File: src/rtl/shift_byte_collector_pkg.sv
// shift_byte_collector: shared widths, word type, pointer-width helper.
// Optional stats build: SHIFT_BYTE_COLLECTOR_STATS_EN adds drop_count.
package shift_byte_collector_pkg;

  localparam int WORD_W        = 8;
  localparam int BITS_PER_WORD = 8;

  typedef logic [WORD_W-1:0] word_t;

  function automatic int ptr_w(input int depth);
    return (depth > 1) ? $clog2(depth) : 1;
  endfunction

endpackage

File: src/rtl/shift_byte_collector_if.sv
// shift_byte_collector bus: serial-strobe inputs and FWFT drain side.
// drop_count present only with SHIFT_BYTE_COLLECTOR_STATS_EN.
interface shift_byte_collector_if #(
  parameter int DEPTH = 4
);
  import shift_byte_collector_pkg::*;

  localparam int LW = $clog2(DEPTH) + 1;

  logic          shift_enable;
  word_t         stored_data;
  logic          sync_clear;
  logic          out_ready;
  logic          out_valid;
  word_t         out_data;
  logic [LW-1:0] level;
  logic          overflow;
`ifdef SHIFT_BYTE_COLLECTOR_STATS_EN
  logic [7:0]    drop_count;
`endif

  modport master (
    output shift_enable, stored_data, sync_clear, out_ready,
`ifdef SHIFT_BYTE_COLLECTOR_STATS_EN
    input  drop_count,
`endif
    input  out_valid, out_data, level, overflow
  );

  modport slave (
    input  shift_enable, stored_data, sync_clear, out_ready,
`ifdef SHIFT_BYTE_COLLECTOR_STATS_EN
    output drop_count,
`endif
    output out_valid, out_data, level, overflow
  );

endinterface

File: src/rtl/byte_collector_fifo.sv
// byte_collector_fifo: small first-word-fall-through queue.
// Push while full is accepted only when a pop frees the slot.
module byte_collector_fifo
  import shift_byte_collector_pkg::*;
#(
  parameter int DEPTH = 4,
  parameter int W     = WORD_W,
  parameter int PW    = ptr_w(DEPTH),
  parameter int LW    = $clog2(DEPTH) + 1
) (
  input  logic          clk,
  input  logic          rst_n,
  input  logic          i_push,
  input  logic          i_pop,
  input  logic [W-1:0]  i_wdata,
  output logic [W-1:0]  o_rdata,
  output logic          o_full,
  output logic          o_empty,
  output logic [LW-1:0] o_level
);

  logic [W-1:0]  r_mem [DEPTH];
  logic [PW-1:0] r_wr;
  logic [PW-1:0] r_rd;
  logic [LW-1:0] r_level;
  logic          w_do_push;
  logic          w_do_pop;

  assign o_full    = (r_level == LW'(DEPTH));
  assign o_empty   = (r_level == '0);
  assign o_level   = r_level;
  assign o_rdata   = r_mem[r_rd];
  assign w_do_pop  = i_pop && !o_empty;
  assign w_do_push = i_push && (!o_full || w_do_pop);

  // Storage, wrapping pointers and occupancy count.
  always_ff @(posedge clk) begin
    if (!rst_n) begin
      for (int i = 0; i < DEPTH; i++) r_mem[i] <= '0;
      r_wr    <= '0;
      r_rd    <= '0;
      r_level <= '0;
    end else begin
      if (w_do_push) begin
        r_mem[r_wr] <= i_wdata;
        r_wr        <= r_wr + 1'b1;
      end
      if (w_do_pop) r_rd <= r_rd + 1'b1;
      unique case ({w_do_push, w_do_pop})
        2'b10:   r_level <= r_level + 1'b1;
        2'b01:   r_level <= r_level - 1'b1;
        default: r_level <= r_level;
      endcase
    end
  end

endmodule

File: src/rtl/shift_byte_collector.sv
// shift_byte_collector: frames 8 shifts into bytes and queues them.
// SHIFT_BYTE_COLLECTOR_STATS_EN adds a saturating drop_count.
module shift_byte_collector
  import shift_byte_collector_pkg::*;
#(
  parameter int DEPTH = 4
) (
  input logic                   clk,
  input logic                   reset,
  shift_byte_collector_if.slave bus
);

  localparam int LW = $clog2(DEPTH) + 1;
  localparam int CW = $clog2(BITS_PER_WORD);

  logic [CW-1:0] r_bit_cnt;
  logic          r_capture_pend;
  logic          r_overflow;
  logic          w_full;
  logic          w_empty;
  logic          w_pop;
  logic          w_drop;
  logic [LW-1:0] w_level;
  word_t         w_rdata;

  assign w_pop  = !w_empty && bus.out_ready;
  assign w_drop = r_capture_pend && w_full && !w_pop;

  // Bit counter; carry out of the last bit arms a one-cycle capture.
  always_ff @(posedge clk) begin
    if (!reset) begin
      r_bit_cnt      <= '0;
      r_capture_pend <= 1'b0;
    end else begin
      r_capture_pend <= bus.shift_enable && !bus.sync_clear &&
                        (r_bit_cnt == CW'(BITS_PER_WORD - 1));
      if (bus.sync_clear)        r_bit_cnt <= '0;
      else if (bus.shift_enable) r_bit_cnt <= r_bit_cnt + 1'b1;
    end
  end

  // Sticky flag for any completed byte lost to a full queue.
  always_ff @(posedge clk) begin
    if (!reset)      r_overflow <= 1'b0;
    else if (w_drop) r_overflow <= 1'b1;
  end

`ifdef SHIFT_BYTE_COLLECTOR_STATS_EN
  logic [7:0] r_drop_count;

  // Saturating count of dropped bytes.
  always_ff @(posedge clk) begin
    if (!reset)
      r_drop_count <= '0;
    else if (w_drop && r_drop_count != 8'hFF)
      r_drop_count <= r_drop_count + 1'b1;
  end

  assign bus.drop_count = r_drop_count;
`endif

  byte_collector_fifo #(
    .DEPTH (DEPTH),
    .W     (WORD_W)
  ) u_fifo (
    .clk     (clk),
    .rst_n   (reset),
    .i_push  (r_capture_pend),
    .i_pop   (w_pop),
    .i_wdata (bus.stored_data),
    .o_rdata (w_rdata),
    .o_full  (w_full),
    .o_empty (w_empty),
    .o_level (w_level)
  );

  assign bus.out_valid = !w_empty;
  assign bus.out_data  = w_rdata;
  assign bus.level     = w_level;
  assign bus.overflow  = r_overflow;

endmodule
File: src/flat_wrapper.sv
// flat-port wrapper written by rule: the top's interface ports become plain ports
module shift_byte_collector_flat import shift_byte_collector_pkg::*;
#(
  parameter int DEPTH = 4
)
  (clk, reset, bus_shift_enable, bus_stored_data, bus_sync_clear, bus_out_ready, bus_out_valid, bus_out_data, bus_level, bus_overflow);
  shift_byte_collector_if #(.DEPTH(DEPTH)) bus_i ();
  input logic clk;
  input logic reset;
  input wire logic [$bits(bus_i.shift_enable)-1:0] bus_shift_enable;
  input wire logic [$bits(bus_i.stored_data)-1:0] bus_stored_data;
  input wire logic [$bits(bus_i.sync_clear)-1:0] bus_sync_clear;
  input wire logic [$bits(bus_i.out_ready)-1:0] bus_out_ready;
  output wire logic [$bits(bus_i.out_valid)-1:0] bus_out_valid;
  output wire logic [$bits(bus_i.out_data)-1:0] bus_out_data;
  output wire logic [$bits(bus_i.level)-1:0] bus_level;
  output wire logic [$bits(bus_i.overflow)-1:0] bus_overflow;
  assign bus_i.shift_enable = bus_shift_enable;
  assign bus_i.stored_data = bus_stored_data;
  assign bus_i.sync_clear = bus_sync_clear;
  assign bus_i.out_ready = bus_out_ready;
  assign bus_out_valid = bus_i.out_valid;
  assign bus_out_data = bus_i.out_data;
  assign bus_level = bus_i.level;
  assign bus_overflow = bus_i.overflow;
  shift_byte_collector #(.DEPTH(DEPTH)) u_core (.clk(clk), .reset(reset), .bus(bus_i));
endmodule
File: config.mk
export PLATFORM = sky130hd
export DESIGN_NAME = shift_byte_collector_flat
export DESIGN_NICKNAME = d
export VERILOG_FILES = /design/src/rtl/shift_byte_collector_pkg.sv /design/src/rtl/shift_byte_collector_if.sv /design/src/rtl/byte_collector_fifo.sv /design/src/rtl/shift_byte_collector.sv /design/src/flat_wrapper.sv
export SDC_FILE = /design/constraint.sdc
export NUM_CORES = 1
export LEC_CHECK = 0
export CORE_AREA = 5 5 90 59
export CTS_CLUSTER_DIAMETER = 200
export DETAILED_ROUTE_END_ITERATION = 10
export DIE_AREA = 0 0 95 64
export PLACE_DENSITY_LB_ADDON = 0.15
export RECOVER_POWER = 50
export SKIP_LAST_GASP = 1
export SYNTH_ARGS = -nofsm -noshare
export SYNTH_HDL_FRONTEND = slang
export SYNTH_SLANG_ARGS = --single-unit
File: constraint.sdc
create_clock -name clk -period 2.4 [get_ports clk]
set_input_delay 0.48 -clock clk [delete_from_list [all_inputs] [get_ports clk]]
set_output_delay 0.48 -clock clk [all_outputs]
set_load 0.02 [all_outputs]
## Word-level counts from Yosys, hierarchy flattened

Memories as Yosys holds them, arrays and structs flattened. A register that Yosys moved wholly into a read port is not among the register bits.
Index checks and enable logic that the tools add are counted.

- Add/subtract/negate cells: 5
- Equality and inequality tests: 4
- Mux-type cells: 10
- Bitwise operators: 1
- Reduce and logical (&&, ||, !) cells: 16

Operator list:

| operator | count |
|---|---|
| two-way mux 8 bit | 1 |
| OR reduction 8 bit | 1 |
| logical AND 1 bit | 7 |
| adder 3 x 1 -> 3 bit, second input constant | 2 |
| == test 3 bit, second input constant | 2 |
| two-way mux 2 bit | 3 |
| one-hot mux 3 bit (2 select lines) | 1 |
| two-way mux 1 bit | 5 |
| adder 2 x 1 -> 2 bit, second input constant | 2 |
| logical NOT 1 bit | 4 |
| logical NOT 3 bit | 1 |
| subtractor 3 x 1 -> 3 bit, second input constant | 1 |
| == test 2 x 1 -> 1 bit, second input constant | 1 |
| == test 2 bit, second input constant | 1 |
| nonzero test 2 bit | 1 |
| OR reduction 2 bit | 1 |
| logical OR 1 bit | 1 |
| NOT 1 bit | 1 |

- Flip-flop bits (word level): 12
- RAM bits: 32
- Input bits: 13
- Output and inout port bits: 13
- Logic and storage cells: 43
- Memories kept: 1

Memory list:

| name | words | bits a word | read ports | clocked after memory_dff | wr ports | line | text |
|---|---|---|---|---|---|---|---|
| u_core.u_fifo.r_mem | 4 | 8 | 1 | 1 | 4 | byte_collector_fifo.sv:22 | `logic [W-1:0] r_mem [DEPTH];` |

## Longest topological paths before layout

Gate-level depths: netlist of run 1.

- Depth in word-level cells: 11
- Depth in mapped cells: 10
- Mapped depth without buffers: 9

## Hierarchy

From an unflattened synthesis of run 1, not the netlist that was laid out.

- Cell total of the unflattened synthesis: 156
- Area, all modules: 2,079.5 um^2

By module, submodules not included:

| module | instances | cells an instance | area an instance (um^2) | seq. area each (um^2) |
|---|---|---|---|---|
| byte_collector_fifo | 1 | 135 | 1,873.0 | 1,141.1 |
| shift_byte_collector | 1 | 21 | 206.4 | 100.1 |

## Worst setup path before layout of run 1

No wires, ideal clock.

- Path kind: register -> register
- Start point: register u_core.u_fifo.r_level[0], in the netlist u_core.u_fifo.o_level[0]
- End point: register u_core.u_fifo.r_level[2], in the netlist u_core.u_fifo.o_level[2]
- Library setup time: 76 ps
- Arrival: 2,495 ps
- Required time: 2,324 ps
- Slack: -170 ps
- Cell stages (with the launch flop): 11
- Path buffers: 1
- Clock period less this slack: 2,570 ps
- Cells stage by stage: dfxtp_1 > or4b_4 > and2_4 > buf_6 > inv_2 > ha_1 > inv_1 > fa_1 > xor2_1 > or3_1 > a21boi_0

- Longest elaborated chain between the ends: 8
- Elaborated cells on any way between the ends: 14
- Classes of those cells: 2 x add/sub; 3 x eq/ne; 1 x mux; 8 x reduce/logical

RTL lines:

| item | line | text |
|---|---|---|
| start: declaration | byte_collector_fifo.sv:25 | `logic [LW-1:0] r_level;` |
| start signal: assignment | byte_collector_fifo.sv:50 | `2'b10: r_level <= r_level + 1'b1;` |
| start signal: assignment | byte_collector_fifo.sv:51 | `2'b01: r_level <= r_level - 1'b1;` |
| start signal: assignment | byte_collector_fifo.sv:52 | `default: r_level <= r_level;` |
| logical NOT 3 bit | byte_collector_fifo.sv:30 | `assign o_empty = (r_level == '0);` |
| logical NOT 1 bit | byte_collector_fifo.sv:33, shift_byte_collector.sv:26 |  |
| logical AND 1 bit | shift_byte_collector.sv:26 | `assign w_pop = !w_empty && bus.out_ready;` |
| logical AND 1 bit | byte_collector_fifo.sv:33 | `assign w_do_pop = i_pop && !o_empty;` |
| logical OR 1 bit | byte_collector_fifo.sv:34 | `assign w_do_push = i_push && (!o_full \|\| w_do_pop);` |
| logical AND 1 bit | byte_collector_fifo.sv:34 |  |
| == test 2 x 1 -> 1 bit / == test 2 bit (equally long branches) | byte_collector_fifo.sv:49 | `unique case ({w_do_push, w_do_pop})` |
| one-hot mux 3 bit (2 select lines) / nonzero test 2 bit (equally long branches) | -- |  |

Several ways; a longest one is shown, not always the timed one.
A chain may end at the register's enable or synchronous reset.

## Worst setup path in the final report of run 1

- Start point: register u_core.u_fifo.r_level[1], in the netlist u_core.u_fifo.o_level[1]
- End point: register u_core.u_fifo.r_level[2], in the netlist u_core.u_fifo.o_level[2]

The elaborated chain is that of the path after synthesis.

==> results of run 1 <==
==> sequential cells by signal, summed over array words and instances, names as in the netlist, named ones only <==
register and flops:
u_core.u_fifo.r_mem 32, u_core.u_fifo.r_rd 2, u_core.bus.overflow 1, u_core.r_capture_pend 1, u_core.u_fifo.o_level 3, u_core.u_fifo.r_wr 2, u_core.r_bit_cnt 3
==> cells by family after synthesis <==
family / Yosys count / share of synthesized area
fa+ha+maj: 4 / 0.0280
compound gates: 11 / 0.0353
xor+xnor: 5 / 0.0213
mux: 10 / 0.0975
flops: 46 / 0.605
buf+inv: 9 / 0.0207
simple gates: 61 / 0.193
==> path summary, 6_finish.rpt <==
| check | from | to | slack (ns) |
|---|---|---|---|
| min reg2reg | u_core.r_bit_cnt[2] | u_core.r_bit_cnt[2] | 0.51 |
| max reg2reg | u_core.u_fifo.o_level[1] | u_core.u_fifo.o_level[2] | 0.04 |
| min | u_core.r_bit_cnt[2] | u_core.r_bit_cnt[2] | 0.51 |
| max | u_core.u_fifo.o_level[1] | u_core.u_fifo.o_level[2] | 0.04 |
==> final cells by class <==
class,count,share of cell area
clock buffers,6,0.0281
well taps,63,0.0305
multi-input cells,91,0.301
repair buffers,39,0.138
inverters,4,0.00677
clock inverters,2,0.0145
flip-flops and latches,46,0.481
==> synthesized netlist by cell type (2+ instances only) <==
cell / n
inv_1: 3
nand2_1: 5
o21ai_0: 2
nand2b_1: 3
nor2b_1: 3
mux2i_1: 2
or3_1: 2
o21ai_1: 2
ha_1: 3
clkbuf_1: 2
o31ai_1: 2
nor4b_2: 2
xnor2_1: 4
dfxtp_1: 14
and3_1: 8
edfxtp_1: 32
and2_1: 27
mux4_2: 8
nor2_1: 5
==> layout by cell type (no fill, tap or decap), types with 2 or more instances in the layout <==
master,synthesis,layout
clkdlybuf4s50_1,0,15
buf_4,0,10
and2_0,0,10
nand2_1,5,5
dfxtp_2,0,3
nor2b_1,3,3
edfxtp_1,32,32
o21ai_1,2,2
xnor2_1,4,4
and2_1,27,17
dlygate4sd2_1,0,4
dlymetal6s2s_1,0,4
dfxtp_1,14,11
mux2i_1,2,2
mux4_2,8,8
or3_1,2,2
ha_1,3,2
and3_1,8,8
clkbuf_8,0,5
clkbuf_1,2,4
nand2b_1,3,3
inv_1,3,3
nor2_1,5,5
o31ai_1,2,2
o21ai_0,2,2
==> worst reg2reg max path, cell delays in order (launching register included) <==
cell	delay, ns
dfxtp_2	0.37
or4b_4	0.52
and2_4	0.16
inv_4	0.06
ha_4	0.13
inv_1	0.05
fa_2	0.33
xor2_1	0.16
or3_1	0.33
a21boi_1	0.17
==> repair_timing <==
action | in CTS | in global routing
pin swaps | 0 | 1
resized for setup | 5 | 6
setup endpoints to repair | 5 | 5
==> power by group through the flow <==
stage               clock (uW)  sequential [uW]  combinational (uW)
floorplan                    0              885                30.8
detailed placement           0              887                82.2
global route               625              871                84.2
global placement             0              886                80.5
CTS                        580              869                80.2
finish                     573              869                77.4
==> per-stage QoR <==
step                      utilization  std cells  cell area [um^2]   TNS, ns  setup slack (ns)
final                           0.591        251              2590         0            0.0446
after global routing            0.591        251              2590   -0.0429           -0.0429
after CTS                       0.594        251              2600         0           0.00396
after detailed placement        0.570        243              2490    -0.816            -0.525
after global placement          0.570        243              2490    -0.624            -0.378
after floorplan                     -        146              2070  -0.00140          -0.00140
==> per-layer routing <==
layer	up-vias	GRT usage
met4	0	0.0486
met3	6	0.0434
li1	618	-
met2	24	0.227
met1	630	0.211
met5	-	0
==> results.txt, run 1 <==
average cell area after synthesis: 14.1 um^2
largest net degree at the start of global routing: 15
Hold WC Path Type: reg -> reg
Final ANT Viol Nets: 0
critical path's slowest cell: or4b_4
initial core utilization: 0.469
Net Sw Power: 307 uW
CP top delay family: simple AND/OR/NAND/NOR gates
cells along the critical path: or4b_4 -> and2_4 -> inv_4 -> ha_4 -> inv_1 -> fa_2 -> xor2_1 -> or3_1 -> a21boi_1
chip width: 95 um
initial DRC count: 68
pwr dens: 588 nW/um^2
NumNets Final: 204
setup repair after global routing missed its margin: yes
Seq pwr share: 0.572
Seq/Total Area, Yosys: 0.605
FF+latch count, synth: 46
area of the multi-input gates: 778 um^2
Port Buffer Count: 25
Post-synth EDFFs: 32
leakage: 0.000998 uW
Total Power: 1520 uW
TritonCTS Sinks: 46
Synth top area share: 0.468
initial antenna violation count: 0
# Post-CTS Setup Buffers: 0
vias in the first global route: 1,318
Synth Flop Type: edfxtp_1
critical path class: reg -> reg
top sig layer: met4
CP Capture Type: flip-flop
global-route wire length before repair: 6.82 mm
Slew headroom: 0.613
Clk Latency, worst-skew pair: 0.30 ns
critical path launch point type: flip-flop
Data required, critical path: 2.63 ns
routed wl met2: 1.94 mm
final setup vio count: 0
Initial DRT Pass Iterations: 4
FF/Latch Area: 1240 um^2
via count: 1,278
WP buf/inv: 2
cell taking the most area after synthesis: edfxtp_1
Layout fillers: 366
hold_buf cts: 0
Die Height: 64 um
hold path cells: 2
H-tree Lvls: 2
Post-DP HPWL: 2.97 mm
met1 WL: 1.93 mm
combinational fraction of design power: 0.051
antenna fix cells: 0
fraction of layout cells with a size suffix above 1: 0.191
Core Box Area: 4370 um^2
TritonCTS buffer count: 5
synthesized instance count: 146
Sw Share: 0.202
DRC viols: 0
status: finished, final reports clean
Syn. warnings: 0
synth top area cells: edfxtp_1 (47%), dfxtp_1 (14%), mux4_2 (8.8%), and2_1 (8.2%), and3_1 (2.4%)
row cnt: 19
reported max-cap violation count: 0
Worst-path clk slew: 0.09 ns
CTS max path bufs: 2
area grow syn2layout: 26.0%
Worst Path Max Fanout: 8
vias per cell: 5.09
Register-to-Register Path Depth: 9
Total GRT Usage: 0.151
I/O pin total: 26
root cell of the clock tree: clkbuf_8
overall die area: 6080 um^2
cell-internal power: 1210 uW
CTS tree: done
WL final: 4.14 mm
distinct cell type count after synthesis: 36
slowest stage delay, CP: 0.52 ns
Worst Skew: 0.00592 ns
min Tclk post-route: 2.36 ns
Fin. Hold Viols: 0
Final Slew Violations: 0
Synth Net Count: 163
Fmax achieved: 0.425 GHz
clock network fraction of total power: 0.377
drt wl/cell: 16.5 um
arrival time at the worst endpoint: 2.58 ns
asr flop ratio synth: 0
Worst Hold Slack: 0.512 ns
total gr overflow: 0
CP Depth: 9
met3 wire length: 226 um
worst slew pin tran: 0.581 ns
RePlAce Congestion: 0.727
worst vdd ir: 386 uV
Final period util: 0.981
Post-Syn Area: 2050 um^2
No activity file was read; power rests on OpenSTA's default activity.
==> inputs of run 2 (changes only) <==
--- a/config.mk
+++ b/config.mk
@@ -12,6 +12,7 @@
 export PLACE_DENSITY_LB_ADDON = 0.15
 export RECOVER_POWER = 50
 export SKIP_LAST_GASP = 1
+export SLEW_MARGIN = 10
 export SYNTH_ARGS = -nofsm -noshare
 export SYNTH_HDL_FRONTEND = slang
 export SYNTH_SLANG_ARGS = --single-unit
==> results of run 2 <==
The final DEF is identical to that of run 1; final timing and power are the same.
==> inputs of run 3 (changes only) <==
--- a/config.mk
+++ b/config.mk
@@ -9,8 +9,9 @@
 export CTS_CLUSTER_DIAMETER = 200
 export DETAILED_ROUTE_END_ITERATION = 10
 export DIE_AREA = 0 0 95 64
-export PLACE_DENSITY_LB_ADDON = 0.15
+export PLACE_DENSITY = 0.69
 export RECOVER_POWER = 50
+export SETUP_SLACK_MARGIN = 0.3
 export SKIP_LAST_GASP = 1
 export SLEW_MARGIN = 10
 export SYNTH_ARGS = -nofsm -noshare
==> run 3 against run 2 <==
Compared with the run above: final cell count grew 2.0%; fmax grew 3.7%; critical path depth shrank 6; total power grew 6.9%; sequential share of layout area shrank 0.18 points; combinational power grew 0.9%; count of clock-buffer cells in the layout shrank 1; critical endpoint is now bus_level[0]; global-route usage grew 0.67 points; clock skew shrank 0.0024 ns.
==> results.txt, run 3 (same netlist as run 1, synthesis figures left out) <==
status: finished, final reports clean
row cnt: 19 (unchanged)
I/O pin total: 26 (unchanged)
leakage: 0.000993 uW (-0.49%)
setup repair after global routing missed its margin: yes
Core Box Area: 4370 um^2 (unchanged)
Worst Path Max Fanout: 6 (-2)
Register-to-Register Path Depth: 9 (unchanged)
DRC viols: 0 (unchanged)
vias in the first global route: 1,371 (+4.0%)
Final Slew Violations: 0 (unchanged)
H-tree Lvls: 2 (unchanged)
WP buf/inv: 3 (+1)
hold path cells: 2 (unchanged)
FF/Latch Area: 1250 um^2 (+0.10%)
Total GRT Usage: 0.157 (+0.00674)
pwr dens: 625 nW/um^2 (+6.4%)
Final period util: 0.947 (-0.0349)
initial core utilization: 0.469 (unchanged)
overall die area: 6080 um^2 (unchanged)
commonest non-fill, non-tap cell in the layout: edfxtp_1
Final ANT Viol Nets: 0 (unchanged)
Port Buffer Count: 25 (unchanged)
Data required, critical path: 1.92 ns (-0.71 ns)
Worst Hold Slack: 0.501 ns (-0.0109 ns)
Slew headroom: 0.471 (-0.142)
Clk Latency, worst-skew pair: 0.30 ns (about the same)
worst slew pin tran: 0.792 ns (+0.211 ns)
cells along the critical path: clkbuf_1 -> clkbuf_1 -> clkdlybuf4s50_1
Setup WS post-layout: 0.128 ns (+0.0838 ns)
vias per cell: 5.13 (+0.66%)
via count: 1,312 (+2.7%)
CTS max path bufs: 2 (unchanged)
Layout fillers: 364 (-0.55%)
TritonCTS Sinks: 46 (unchanged)
crit-path most repeated cell: clkbuf_1
largest register by flop count: u_core.u_fifo.r_mem
initial DRC count: 49 (-28%)
root cell of the clock tree: clkbuf_8
setup TNS: 0 ns (unchanged)
worst vdd ir: 375 uV (-2.8%)
Reg-to-Reg Start: u_core.u_fifo.o_level[1]
hold_buf cts: 0 (unchanged)
CTS tree: done
reported max-cap violation count: 0 (unchanged)
largest net degree at the start of global routing: 15 (unchanged)
DP Worst Slack: -0.444 ns (+0.0815 ns)
Worst Skew: 0.00354 ns (-0.00238 ns)
DP Area: 2490 um^2 (unchanged)
critical path's slowest cell: clkdlybuf4s50_1
area of the multi-input gates: 781 um^2 (+0.32%)
Fin. Hold Viols: 0 (unchanged)
fraction of layout cells with a size suffix above 1: 0.228 (+0.0365)
critical path class: reg -> out
global-route wire length before repair: 7.12 mm (+4.4%)
Hold WC Path Type: reg -> reg
RR Endpoint: u_core.u_fifo.o_level[2]
WL final: 4.30 mm (+3.9%)
Post-DP HPWL: 2.98 mm (+0.19%)
area grow syn2layout: 26.6%
initial antenna violation count: 0 (unchanged)
NumNets Final: 209 (+2.5%)
critical path launch point type: flip-flop
Largest register FFs: 32 (unchanged)
flop-to-flop setup slack: 0.14 ns (+0.10 ns)
Critical path origin: u_core.u_fifo.o_level[0]
CP Depth: 3 (-6)
arrival time at the worst endpoint: 1.79 ns (-0.79 ns)
min Tclk post-route: 2.27 ns (-0.0838 ns)
final setup vio count: 0 (unchanged)
chip width: 95 um (unchanged)
startpoint of the worst hold path: u_core.bus.overflow
Total Power: 1620 uW (+6.9%)
TritonCTS buffer count: 5 (unchanged)
CP Capture Type: primary output
Fmax achieved: 0.440 GHz (+3.7%)
Initial DRT Pass Iterations: 4 (unchanged)
antenna fix cells: 0 (unchanged)
Min-Delay Endpoint: u_core.bus.overflow
Worst-path clk slew: 0.08 ns (about the same)
post-route cell area: 2600 um^2 (+0.48%)
Die Height: 64 um (unchanged)
CP top delay family: buffers and inverters
slowest stage delay, CP: 0.67 ns (+0.15 ns)
RePlAce Congestion: 0.796 (+9.5%)
total gr overflow: 0 (unchanged)
most frequent cells in the layout: edfxtp_1 (32), and2_1 (20), dfxtp_1 (12), clkdlybuf4s50_1 (12)
drt wl/cell: 16.8 um (+1.9%)
run 3: how the worst max path moves through the flow:
stage               slack, ns                       end
floorplan               0.006  u_core.u_fifo.o_level[2]
detailed placement      -0.44  u_core.u_fifo.o_level[2]
global placement        -0.37  u_core.u_fifo.o_level[2]
global route             0.08              bus_level[0]
finish                   0.13              bus_level[0]
CTS                      0.15  u_core.u_fifo.o_level[2]
run 3: per-layer routing:
metal | global-route usage | vias to the layer above | wire, um
met1 | 0.221 | 642 | 2050
met4 | 0.0683 | 0 | 91
li1 | - | 627 | -
met5 | 0 | - | 0
met3 | 0.0422 | 14 | 207
met2 | 0.230 | 29 | 1950
run 3: tightest hold or removal path, stage by stage (launching register included):
cell	delay, ns
dfxtp_1	0.33
a21oi_1	0.04
nor2b_1	0.09
run 3: power breakdown:
group	internal (uW)	total, uW	switching, uW
sequential	862	868	5.99
combinational	38.4	78.1	39.7
clock	412	678	266
run 3: final cells by class:
cell class              count  area share
clock buffers               5      0.0265
clock inverters             3      0.0246
repair buffers             44       0.132
well taps                  63      0.0303
inverters                   4     0.00674
multi-input cells          91       0.300
flip-flops and latches     46       0.480
run 3: timing repair:
item | 4_1_cts | 5_1_grt
setup endpoints to repair | 11 | 12
pin swaps | 0 | 2
hold endpoints to repair | 0 | 0
gates resized for setup | 26 | 9
setup buffers | 3 | 2
run 3: stage by stage:
| step | util | std cells |
|---|---|---|
| floorplan | - | 146 |
| global placement | 0.570 | 243 |
| detailed placement | 0.570 | 243 |
| CTS | 0.609 | 254 |
| global route | 0.594 | 256 |
| finish | 0.594 | 256 |
